`config.mk`:
```
export PLATFORM = sky130hd
export DESIGN_NAME = lda_cmd_slave_flat
export DESIGN_NICKNAME = d
export VERILOG_FILES = /design/src/rtl/lda_cmd_slave_if.sv /design/src/rtl/lda_cmd_slave.sv /design/src/flat_wrapper.sv
export SDC_FILE = /design/constraint.sdc
export NUM_CORES = 1
export LEC_CHECK = 0
export CORE_MARGIN = 2
export CORE_UTILIZATION = 40
export CTS_BUF_LIST = sky130_fd_sc_hd__clkbuf_2 sky130_fd_sc_hd__clkbuf_4 sky130_fd_sc_hd__clkbuf_8
export CTS_CLUSTER_DIAMETER = 150
export DETAILED_ROUTE_END_ITERATION = 10
export PLACE_DENSITY = 0.67
export SETUP_SLACK_MARGIN = 0.3
export SLEW_MARGIN = 20
export SYNTH_ARGS = -nofsm -noshare
export SYNTH_HDL_FRONTEND = slang
export SYNTH_SLANG_ARGS = --single-unit
```
`constraint.sdc`:
```
create_clock -name i_clk -period 2.5 [get_ports i_clk]
set_input_delay 0.5 -clock i_clk [delete_from_list [all_inputs] [get_ports i_clk]]
set_output_delay 0.5 -clock i_clk [all_outputs]
set_load 0.02 [all_outputs]
```
`src/rtl/lda_cmd_slave_if.sv`:
```
// Bus bundle between the CPU-facing Avalon-MM port and the LDA start/done link.
// The slave modport is the command front end; the master modport is the CPU/LDA side.
interface lda_cmd_slave_if #(
    parameter int X_W     = 9,
    parameter int Y_W     = 8,
    parameter int COLOR_W = 3
);
    logic [2:0]         i_avs_address;
    logic               i_avs_read;
    logic               i_avs_write;
    logic [31:0]        i_avs_writedata;
    logic [31:0]        o_avs_readdata;
    logic               o_avs_waitrequest;
    logic               o_start;
    logic [X_W-1:0]     o_x0;
    logic [Y_W-1:0]     o_y0;
    logic [X_W-1:0]     o_x1;
    logic [Y_W-1:0]     o_y1;
    logic [COLOR_W-1:0] o_color;
    logic               i_done;
    logic               o_busy;

    modport slave (
        input  i_avs_address, i_avs_read, i_avs_write, i_avs_writedata, i_done,
        output o_avs_readdata, o_avs_waitrequest, o_start,
               o_x0, o_y0, o_x1, o_y1, o_color, o_busy
    );

    modport master (
        output i_avs_address, i_avs_read, i_avs_write, i_avs_writedata, i_done,
        input  o_avs_readdata, o_avs_waitrequest, o_start,
               o_x0, o_y0, o_x1, o_y1, o_color, o_busy
    );
endinterface

```
`src/rtl/lda_cmd_slave.sv`:
```
// Avalon-MM command front end for the line-drawing accelerator: holds endpoints and
// colour, launches a line, and reports completion by stalling GO or via STATUS polling.
module lda_cmd_slave #(
    parameter int X_W     = 9,
    parameter int Y_W     = 8,
    parameter int COLOR_W = 3,
    parameter int CNT_W   = 16
) (
    input  logic            i_clk,
    input  logic            i_reset_n,
    lda_cmd_slave_if.slave  bus
);
    typedef enum logic [1:0] {
        S_IDLE    = 2'd0,
        S_LAUNCH  = 2'd1,
        S_BUSY    = 2'd2,
        S_RELEASE = 2'd3
    } state_t;

    state_t              state_r, state_nxt_s;
    logic                mode_r, stall_op_r, start_r, busy_r;
    logic [X_W-1:0]      start_x_r, end_x_r, act_x0_r, act_x1_r;
    logic [Y_W-1:0]      start_y_r, end_y_r, act_y0_r, act_y1_r;
    logic [COLOR_W-1:0]  color_r, act_color_r;
    logic [CNT_W-1:0]    lines_r;
    logic [31:0]         rdata_s;
    logic                wait_s, go_wr_s, wr_acc_s, launch_s;
    logic                unused_wdata_s;

    assign go_wr_s        = bus.i_avs_write && (bus.i_avs_address == 3'd2);
    assign wr_acc_s       = bus.i_avs_write && !wait_s;
    assign launch_s       = (state_r == S_IDLE) && go_wr_s;
    assign unused_wdata_s = &{1'b0, bus.i_avs_writedata[31:X_W+Y_W]};

    // Sequencer state register.
    always_ff @(posedge i_clk or negedge i_reset_n) begin
        if (!i_reset_n) begin
            state_r <= S_IDLE;
        end else begin
            state_r <= state_nxt_s;
        end
    end

    // Next-state and waitrequest decode; a stall-mode GO is held from its first cycle.
    always_comb begin
        state_nxt_s = state_r;
        wait_s      = 1'b0;
        case (state_r)
            S_IDLE: begin
                if (go_wr_s) begin
                    state_nxt_s = S_LAUNCH;
                    wait_s      = ~mode_r;
                end else begin
                    state_nxt_s = S_IDLE;
                end
            end
            S_LAUNCH: begin
                wait_s      = stall_op_r;
                state_nxt_s = S_BUSY;
            end
            S_BUSY: begin
                wait_s = stall_op_r;
                if (bus.i_done) begin
                    state_nxt_s = stall_op_r ? S_RELEASE : S_IDLE;
                end else begin
                    state_nxt_s = S_BUSY;
                end
            end
            S_RELEASE: begin
                wait_s      = 1'b0;
                state_nxt_s = S_IDLE;
            end
            default: begin
                wait_s      = 1'b0;
                state_nxt_s = S_IDLE;
            end
        endcase
    end

    // User registers, active line snapshot, line counter and launch/busy flags.
    always_ff @(posedge i_clk or negedge i_reset_n) begin
        if (!i_reset_n) begin
            mode_r      <= 1'b0;
            stall_op_r  <= 1'b0;
            start_r     <= 1'b0;
            busy_r      <= 1'b0;
            start_x_r   <= {X_W{1'b0}};
            start_y_r   <= {Y_W{1'b0}};
            end_x_r     <= {X_W{1'b0}};
            end_y_r     <= {Y_W{1'b0}};
            color_r     <= {COLOR_W{1'b0}};
            act_x0_r    <= {X_W{1'b0}};
            act_y0_r    <= {Y_W{1'b0}};
            act_x1_r    <= {X_W{1'b0}};
            act_y1_r    <= {Y_W{1'b0}};
            act_color_r <= {COLOR_W{1'b0}};
            lines_r     <= {CNT_W{1'b0}};
        end else begin
            if (wr_acc_s) begin
                case (bus.i_avs_address)
                    3'd0: mode_r <= bus.i_avs_writedata[0];
                    3'd3: {start_y_r, start_x_r} <= bus.i_avs_writedata[X_W+Y_W-1:0];
                    3'd4: {end_y_r, end_x_r}     <= bus.i_avs_writedata[X_W+Y_W-1:0];
                    3'd5: color_r <= bus.i_avs_writedata[COLOR_W-1:0];
                    default: mode_r <= mode_r;
                endcase
            end
            if (launch_s) begin
                act_x0_r    <= start_x_r;
                act_y0_r    <= start_y_r;
                act_x1_r    <= end_x_r;
                act_y1_r    <= end_y_r;
                act_color_r <= color_r;
                stall_op_r  <= ~mode_r;
            end
            // A clear wins over a same-cycle completion.
            if (wr_acc_s && (bus.i_avs_address == 3'd6)) begin
                lines_r <= {CNT_W{1'b0}};
            end else if ((state_r == S_BUSY) && bus.i_done) begin
                lines_r <= lines_r + {{(CNT_W-1){1'b0}}, 1'b1};
            end
            start_r <= (state_nxt_s == S_LAUNCH);
            busy_r  <= (state_nxt_s == S_LAUNCH) || (state_nxt_s == S_BUSY);
        end
    end

    // Zero-wait-state register readback.
    always_comb begin
        rdata_s = 32'd0;
        if (bus.i_avs_read) begin
            case (bus.i_avs_address)
                3'd0: rdata_s[0] = mode_r;
                3'd1: rdata_s[0] = busy_r;
                3'd3: rdata_s[X_W+Y_W-1:0] = {start_y_r, start_x_r};
                3'd4: rdata_s[X_W+Y_W-1:0] = {end_y_r, end_x_r};
                3'd5: rdata_s[COLOR_W-1:0] = color_r;
                3'd6: rdata_s[CNT_W-1:0] = lines_r;
                default: rdata_s = 32'd0;
            endcase
        end else begin
            rdata_s = 32'd0;
        end
    end

    assign bus.o_avs_readdata    = rdata_s;
    assign bus.o_avs_waitrequest = wait_s;
    assign bus.o_start           = start_r;
    assign bus.o_busy            = busy_r;
    assign bus.o_x0              = act_x0_r;
    assign bus.o_y0              = act_y0_r;
    assign bus.o_x1              = act_x1_r;
    assign bus.o_y1              = act_y1_r;
    assign bus.o_color           = act_color_r;
endmodule

```
`src/flat_wrapper.sv`:
```
// flat-port wrapper written by rule: the top's interface ports become plain ports
module lda_cmd_slave_flat 
#(
    parameter int X_W     = 9,
    parameter int Y_W     = 8,
    parameter int COLOR_W = 3,
    parameter int CNT_W   = 16
)
  (i_clk, i_reset_n, bus_i_avs_address, bus_i_avs_read, bus_i_avs_write, bus_i_avs_writedata, bus_i_done, bus_o_avs_readdata, bus_o_avs_waitrequest, bus_o_start, bus_o_x0, bus_o_y0, bus_o_x1, bus_o_y1, bus_o_color, bus_o_busy);
  lda_cmd_slave_if #(.X_W(X_W), .Y_W(Y_W), .COLOR_W(COLOR_W)) bus_i ();
  input  logic i_clk;
  input  logic i_reset_n;
  input wire logic [$bits(bus_i.i_avs_address)-1:0] bus_i_avs_address;
  input wire logic [$bits(bus_i.i_avs_read)-1:0] bus_i_avs_read;
  input wire logic [$bits(bus_i.i_avs_write)-1:0] bus_i_avs_write;
  input wire logic [$bits(bus_i.i_avs_writedata)-1:0] bus_i_avs_writedata;
  input wire logic [$bits(bus_i.i_done)-1:0] bus_i_done;
  output wire logic [$bits(bus_i.o_avs_readdata)-1:0] bus_o_avs_readdata;
  output wire logic [$bits(bus_i.o_avs_waitrequest)-1:0] bus_o_avs_waitrequest;
  output wire logic [$bits(bus_i.o_start)-1:0] bus_o_start;
  output wire logic [$bits(bus_i.o_x0)-1:0] bus_o_x0;
  output wire logic [$bits(bus_i.o_y0)-1:0] bus_o_y0;
  output wire logic [$bits(bus_i.o_x1)-1:0] bus_o_x1;
  output wire logic [$bits(bus_i.o_y1)-1:0] bus_o_y1;
  output wire logic [$bits(bus_i.o_color)-1:0] bus_o_color;
  output wire logic [$bits(bus_i.o_busy)-1:0] bus_o_busy;
  assign bus_i.i_avs_address = bus_i_avs_address;
  assign bus_i.i_avs_read = bus_i_avs_read;
  assign bus_i.i_avs_write = bus_i_avs_write;
  assign bus_i.i_avs_writedata = bus_i_avs_writedata;
  assign bus_i.i_done = bus_i_done;
  assign bus_o_avs_readdata = bus_i.o_avs_readdata;
  assign bus_o_avs_waitrequest = bus_i.o_avs_waitrequest;
  assign bus_o_start = bus_i.o_start;
  assign bus_o_x0 = bus_i.o_x0;
  assign bus_o_y0 = bus_i.o_y0;
  assign bus_o_x1 = bus_i.o_x1;
  assign bus_o_y1 = bus_i.o_y1;
  assign bus_o_color = bus_i.o_color;
  assign bus_o_busy = bus_i.o_busy;
  lda_cmd_slave #(.X_W(X_W), .Y_W(Y_W), .COLOR_W(COLOR_W), .CNT_W(CNT_W)) u_core (.i_clk(i_clk), .i_reset_n(i_reset_n), .bus(bus_i));
endmodule
```
# Yosys cells after proc, flatten, opt, wreduce, memory -nomap -nowiden
# Cells that the tools add are included.
# Widths: inputs -> output; s select.
[word_totals]
register_bits = 96
latch_bits = 0
ram_bits = 0
mem_bits_ro = 0
elab_cells = 57
mem_count = 0
[op_classes]
n_addsub = 1
n_mul = 0
div_mod_pow = 0
magnitude_cmp = 0
n_eq_ne = 11
shift = 0
muxes = 13
n_bitwise = 1
reduce_logical = 15
[ops]
columns = ["cell", "n"]
rows = [
  ["$pmux 13 s3", 1],
  ["$mux 16", 2],
  ["$mux 17", 1],
  ["$add 16x1->16 const B", 1],
  ["$pmux 2 s4", 2],
  ["$eq 3x3->1 const B", 3],
  ["$reduce_and 2->1", 4],
  ["$eq 2x2->1 const B", 3],
  ["$eq 3x2->1 const B", 2],
  ["$pmux 1 s6", 1],
  ["$logic_and 1x1->1", 5],
  ["$eq 2x1->1 const B", 2],
  ["$mux 2", 2],
  ["$eq 3x1->1 const B", 1],
  ["$logic_not 3->1", 1],
  ["$pmux 1 s3", 1],
  ["$logic_not 2->1", 1],
  ["$mux 1", 2],
  ["$pmux 1 s2", 1],
  ["$reduce_bool 2->1", 1],
  ["$reduce_or 2->1", 1],
  ["$logic_not 1->1", 1],
  ["$logic_or 1x1->1", 1],
  ["$not 1->1", 1],
]

# Logic depth before layout (Yosys ltp)
# Gate-level depths: netlist of run 1.
[logic_depth]
depth_word = 8
mapped_depth = 7
mapped_depth_nobuf = 6

# Worst setup path after synthesis of run 1
# No wires, ideal clock.
[synth_timing]
path_kind = "input to output"
startpoint = "in bus_i_avs_address[2]"
endpoint = "out bus_o_avs_readdata[10]"
arrival_ns = 1.731
setup_slack_ns = 0.269
path_stages = 5
path_buffers = 2
path_cell_list = "clkbuf_1 nor2b_1 o21ai_0 clkbuf_1 nor2_1"
[synth_via]
elab_chain_cells = 3
[synth_rtl]
columns = ["item", "line", "source"]
rows = [
  ["start: declaration", "flat_wrapper.sv:13", "input wire logic [$bits(bus_i.i_avs_address)-1:0] bus_i_avs_address;"],
  ["$eq 3x3->1 or $eq 3x2->1 (tied branches)", "lda_cmd_slave.sv:131", "case (bus.i_avs_address)"],
  ["$pmux 13 s3 *", "lda_cmd_slave.sv:131", ""],
  ["$mux 17 *", "lda_cmd_slave.sv:130", "if (bus.i_avs_read) begin"],
  ["end: declaration", "flat_wrapper.sv:18", "output wire logic [$bits(bus_i.o_avs_readdata)-1:0] bus_o_avs_readdata;"],
]
# Every way passes the cells marked *; elsewhere a longest branch is shown, timed or not.

# Worst setup path in the final report of run 1
[layout_timing]
startpoint = "in bus_i_avs_read"
endpoint = "out bus_o_avs_readdata[6]"
[layout_via]
elab_chain_cells = 1
[layout_rtl]
columns = ["item", "line", "source"]
rows = [
  ["start: declaration", "flat_wrapper.sv:14", "input wire logic [$bits(bus_i.i_avs_read)-1:0] bus_i_avs_read;"],
  ["$mux 17", "lda_cmd_slave.sv:130", ""],
]
# Every way passes these cells.

==> results of run 1 <==
## what timing repair did
action / CTS / global route
setup endpoints to repair: 18 / 15
hold endpoints to repair: 15 / 0
pin swaps: 0 / 0
setup buffers: 1 / 0
gates resized for setup: 94 / 11
hold buffers: 1 / 0
## registers in the layout, summed over array words and instances, names as in the netlist
register	cells
u_core.bus.o_busy	1
u_core.bus.o_color	3
u_core.bus.o_start	1
u_core.bus.o_x0	9
u_core.bus.o_x1	9
u_core.bus.o_y0	8
u_core.bus.o_y1	8
u_core.color_r	3
u_core.end_x_r	9
u_core.end_y_r	8
u_core.lines_r	16
u_core.mode_r	1
u_core.stall_op_r	1
u_core.start_x_r	9
u_core.start_y_r	8
u_core.state_r	2
## critical path: stages
cell	delay, ns
clkdlybuf4s50_1	0.54
o21ai_1	0.13
buf_12	0.17
nor2_1	0.15
buf_4	0.17
## kinds of logic (layout without fill, tap and decap cells)
family / Yosys count / in the layout / share of synthesized area (%)
XOR/XNOR: 9 / 9 / 1.762
adder cells (fa/ha/maj): 5 / 5 / 1.399
buffers and inverters: 37 / 132 / 4.504
AND/OR/NAND/NOR: 85 / 85 / 9.902
multiplexers: 94 / 94 / 23.58
other: 1 / 15 / 0.08384
flip-flops: 96 / 96 / 53.71
AO/OA/AOI/OAI: 34 / 34 / 5.063
## routing by layer
metal | GRT usage [%] | vias up
met3 | 2.608 | 10
li1 | - | 1462
met4 | 6.420 | 0
met2 | 29.67 | 59
met5 | 0 | -
met1 | 24.82 | 1550
## layout by cell type, fill, tap and decap left out, types with 4 or more instances in the layout
cell              n
clkdlybuf4s50_1  59
nor2_1           27
clkbuf_8         12
inv_1             7
nand3_1          11
mux2_2           91
xnor2_1           4
buf_2            12
buf_6             4
ha_1              4
o21ai_0           7
nand2_1          14
buf_4            27
a21oi_1           5
conb_1           15
xor2_1            5
dfrtp_1          96
a22oi_1          12
buf_12            5
## where the power goes
group	switching, µW	total (µW)	internal [µW]
Clock	490	946	457
Sequential	250	2170	1920
Combinational	621	1380	762
## area by class of cell
cell class / count / area [µm²]
Inverter: 7 / 26.28
Fill cell: 933 / 5107
Timing Repair Buffer: 111 / 1039
Clock buffer: 14 / 180.2
Tap cell: 140 / 175.2
Multi-Input combinational cell: 242 / 1958
Sequential cell: 96 / 2402
## stage by stage
stage / hold WS [ns] / util, %
3_3_place_gp: 0.3744 / 51.40
5_1_grt: 0.5296 / 53.09
2_1_floorplan: 0.2044 / -
3_5_place_dp: 0.3790 / 51.40
4_1_cts: 0.5151 / 52.88
6_report: 0.5098 / 53.09
## worst max path at each step
stage	endpoint	depth (start not counted)
detailed placement	bus_o_avs_readdata[1]	7
finish	bus_o_avs_readdata[6]	5
global route	bus_o_avs_readdata[1]	6
CTS	bus_o_avs_readdata[0]	5
global placement	bus_o_avs_readdata[2]	7
floorplan	bus_o_avs_readdata[10]	5
==> flow_summary.yaml, run 1 <==
status:
  outcome: "finished, final reports clean"
critical_path:
  r2r_end: "u_core.lines_r[15]"
  cp.arrival_ns: 1.66
  path_class: "in -> out"
  ff2ff_path_depth: 6
  r2r_start: "u_core.state_r[0]"
  critical_path.max_fanout: 13
  critPathLaunchType: "input port"
  ff2ff_setup_slack_ns: 0.42
  critPathLaunch: "bus_i_avs_read"
  cp-end-kind: "output port"
  critPathRequiredTime_ns: 2.00
layout:
  num_antenna_cells: 0
  drive_above_1_share_pct: 35.32
  layout.cells.non_filler: 610
  nets: 512
  syn_to_final_growth_pct: 29.23
  fin_area_um2: 5781
detailed_routing:
  first_pass_iters: 4
  drt-total-wl_um: 10280
  drt-initial-drc-count: 117
  wl_met1_um: 4708
  remaining_drc_errors: 0
  drt-vias-per-instance: 5.051
  ant_nets: 0
  num_vias: 3081
  dr_wl_met3_um: 282
  wl_per_cell_um: 16.86
  top_layer: "met4"
  dr_wl_met2_um: 5165
logic_synthesis:
  synth_top_cell_by_area: "dfrtp_1"
  synth_cell_type_count: 38
  synthFlopType: "dfrtp_1"
  synth-seq-area-share_pct: 53.71
  ys_top_cells_by_count: "96 x dfrtp_1, 91 x mux2_2, 28 x nor2_1, 15 x buf_4, 15 x nand2_1"
  synth_edf_count: 0
  syn_inst: 361
  synth_warnings: 0
  ys_async_sr_fraction_pct: 100.0
  synth.area.top_cells: "dfrtp_1 54%, mux2_2 23%, buf_4 2.5%"
  syn_area_um2: 4473
  ys_ff_latch: 96
  synth_most_common_cell: "dfrtp_1"
  synth_top_area_share_pct: 53.71
  postSynthAreaPerCell_um2: 12.39
min_path:
  hold_depth: 1
  hp-start: "u_core.bus.o_y1[2]"
  hold_class: "reg -> reg"
  min_to: "u_core.bus.o_y1[2]"
clock_network:
  cts_sinks: 96
  cts-root-buf: "clkbuf_8"
  clk_latency_ns: 0.35
  cts_buffers: 9
  path_clk_slew_ns: 0.08
  cts_htree_levels: 3
  cts_tree: "built"
  clock_path_buffers: 2
timing:
  finalSetupViolCount: 0
  max_freq_ghz: 0.4621
  fin_setup_tns_ns: 0
  timing.final.ws_setup_ns: 0.3359
  finalMaxSlewViolations: 0
  rsz0062_at_grt: "true"
  fin_crit_sh_pct: 86.56
  hold_viol_final: 0
  finalClockSkew_ns: 0.01236
  period_needed_ns: 2.164
floorplanning:
  die_area_um2: 12040
  die_x_um: 109.7
  die_height_um: 109.7
  core_area_um2: 10890
  initial_core_util_pct: 41.08
  row_count: 38
  pin_count: 112
flow_run:
  maxCapViolCount: 0
pwr:
  power_uw: 4499
  ir_worst_vdd_mv: 0.4332
  p_leak_uw: 0.002583
  power.density_nw_per_um2: 778.3
grt:
  grt_pass1_wl_um: 16840
  grt_use_total_pct: 18.20
  antenna_found_initial: 0
  grt_overflow: 0
  grt_pass1_vias: 3372
  grt_max_degree: 51
placed_design:
  dpl_worst_slack_ns: -0.5299
  dp_cells: 594
  place.gp.congestion: 0.8579
  io_buffers: 81
  hpwl_um: 7593
  place_area_um2: 5597
Power figures use the tool's default switching activity.
==> run 2: changes to the inputs <==
--- a/config.mk
+++ b/config.mk
@@ -8,10 +8,10 @@
 export CORE_MARGIN = 2
 export CORE_UTILIZATION = 40
 export CTS_BUF_LIST = sky130_fd_sc_hd__clkbuf_2 sky130_fd_sc_hd__clkbuf_4 sky130_fd_sc_hd__clkbuf_8
-export CTS_CLUSTER_DIAMETER = 150
+export CTS_CLUSTER_DIAMETER = 30
 export DETAILED_ROUTE_END_ITERATION = 10
 export PLACE_DENSITY = 0.67
-export SETUP_SLACK_MARGIN = 0.3
+export SETUP_SLACK_MARGIN = 0.4
 export SLEW_MARGIN = 20
 export SYNTH_ARGS = -nofsm -noshare
 export SYNTH_HDL_FRONTEND = slang
==> flow_summary.yaml, run 2 (synthesis results as in run 1) <==
status:
  outcome: "finished, final reports clean"
clock_network:
  cts_htree_levels: 3
  hold_buffers: 0
  clock_path_buffers: 2
  cts_sinks: 96
  path_clk_slew_ns: 0.09
  cts_buffers: 9
  clk_latency_ns: 0.36
  cts-root-buf: "clkbuf_8"
  cts_tree: "built"
timing:
  tightest_slew_ns: 0.6174
  max_freq_ghz: 0.4667
  hold_viol_final: 0
  period_needed_ns: 2.143
  finalClockSkew_ns: 0.01143
  fin_setup_tns_ns: 0
  finalSetupViolCount: 0
  fin_crit_sh_pct: 85.71
  holdWs_ns: 0.1486
  finalMaxSlewViolations: 0
  slew_headroom_pct: 58.84
  rsz0062_at_grt: "true"
critical_path:
  cp-end-kind: "output port"
  critical_path.max_fanout: 2
  path_class: "reg -> out"
  critPathRequiredTime_ns: 2.00
  critPathLaunchType: "register"
  cp.arrival_ns: 1.64
placed_design:
  hpwl_um: 7364
  io_buffers: 81
  place.gp.congestion: 0.8439
pwr:
  combPwrFrac_pct: 31.4
  power.density_nw_per_um2: 755.5
  p_seq_share_pct: 47.6
  clock_power_share_pct: 21.0
  ir_worst_vdd_mv: 0.4507
  p_leak_uw: 0.002674
  p_sw_share_pct: 30.99
  intPower_uw: 3152
  p_sw_uw: 1416
grt:
  grt_pass1_vias: 3250
  grt_use_total_pct: 18.53
  antenna_found_initial: 0
  grt_pass1_wl_um: 16930
  grt_overflow: 0
  grt_max_degree: 48
floorplanning:
  die_area_um2: 12040
  core_area_um2: 10890
  initial_core_util_pct: 41.08
  pin_count: 112
  row_count: 38
  die_x_um: 109.7
  die_height_um: 109.7
min_path:
  hold_class: "in -> async"
layout:
  nets: 521
  drive_above_1_share_pct: 41.58
  n_fill_cell: 915
  num_antenna_cells: 0
  top_register: "u_core.lines_r"
  layout_commonest_cell: "dfrtp_1"
  final_util_pct: 55.53
  layout_common_cells: "94 x dfrtp_1, 91 x mux2_2, 57 x clkdlybuf4s50_1"
  syn_to_final_growth_pct: 35.16
  largest_reg_flops: 16
detailed_routing:
  wl_per_cell_um: 16.96
  first_pass_iters: 4
  drt-vias-per-instance: 5.029
  dr_wl_met3_um: 286
  drt-initial-drc-count: 133
  dr_wl_met2_um: 5250
  drt-total-wl_um: 10540
  top_layer: "met4"
  wl_met1_um: 4842
  remaining_drc_errors: 0
  ant_nets: 0
  num_vias: 3123
flow_run:
  maxCapViolCount: 0
[run 2: power groups by stage]
stage               sequential, µW  clock, µW  combinational [µW]
floorplan                     2400          0                 496
global placement              2190          0                1380
detailed placement            2200          0                1400
CTS                           2170        996                1440
global route                  2230       1070                1530
finish                        2180        958                1430
[run 2: critical path: stages, from the launching register on]
cell	delay, ns
dfrtp_1	0.41
mux2_2	0.27
a221o_1	0.30
and3_4	0.17
buf_6	0.12
[run 2: worst paths after layout]
| kind | startpoint | end | slack, ns | cells past startpoint |
|---|---|---|---|---|
| max | u_core.bus.o_busy | bus_o_avs_readdata[0] | 0.36 | 4 |
| min | i_reset_n | u_core.color_r[0] | 0.15 | 1 |
| max reg2reg | u_core.state_r[0] | u_core.lines_r[15] | 0.48 | 6 |
| min reg2reg | u_core.bus.o_x1[1] | u_core.bus.o_x1[1] | 0.51 | 1 |
| max in group asynchronous | i_reset_n | u_core.lines_r[8] | 1.69 | 2 |
| min in group i_clk | u_core.bus.o_x1[1] | u_core.bus.o_x1[1] | 0.51 | 1 |
[run 2: cell type report]
type	instances	area (µm²)	share of cell area (%)
Multi-Input combinational cell	242	2069	34.23
Sequential cell	96	2405	39.78
Clock buffer	12	165.2	2.732
Inverter	7	26.28	0.4346
Clock inverter	4	26.28	0.4346
Timing Repair Buffer	120	1179	19.50
Tap cell	140	175.2	2.897
[run 2: routing by layer]
layer,vias up,track usage [%]
met1,1572,25.43
li1,1481,-
met4,0,6.781
met3,11,2.253
met5,-,0
met2,59,30.25
[run 2: repair_timing]
item                                    in CTS  in global routing
gates cloned                                 2                  1
endpoints found under the setup margin      19                 25
pin swaps                                    4                  2
gates resized for setup                    114                 11
buffers inserted                             6                  5
[run 2: stage by stage]
stage	instances	area, µm²	power [µW]	worst slack [ns]
2_1_floorplan	375	4607	2897	0.4079
6_report	621	6046	4568	0.3573
5_1_grt	621	6046	4825	0.3300
4_1_cts	615	5979	4611	0.3461
3_3_place_gp	591	5680	3574	-0.4467
3_5_place_dp	591	5680	3604	-0.5000
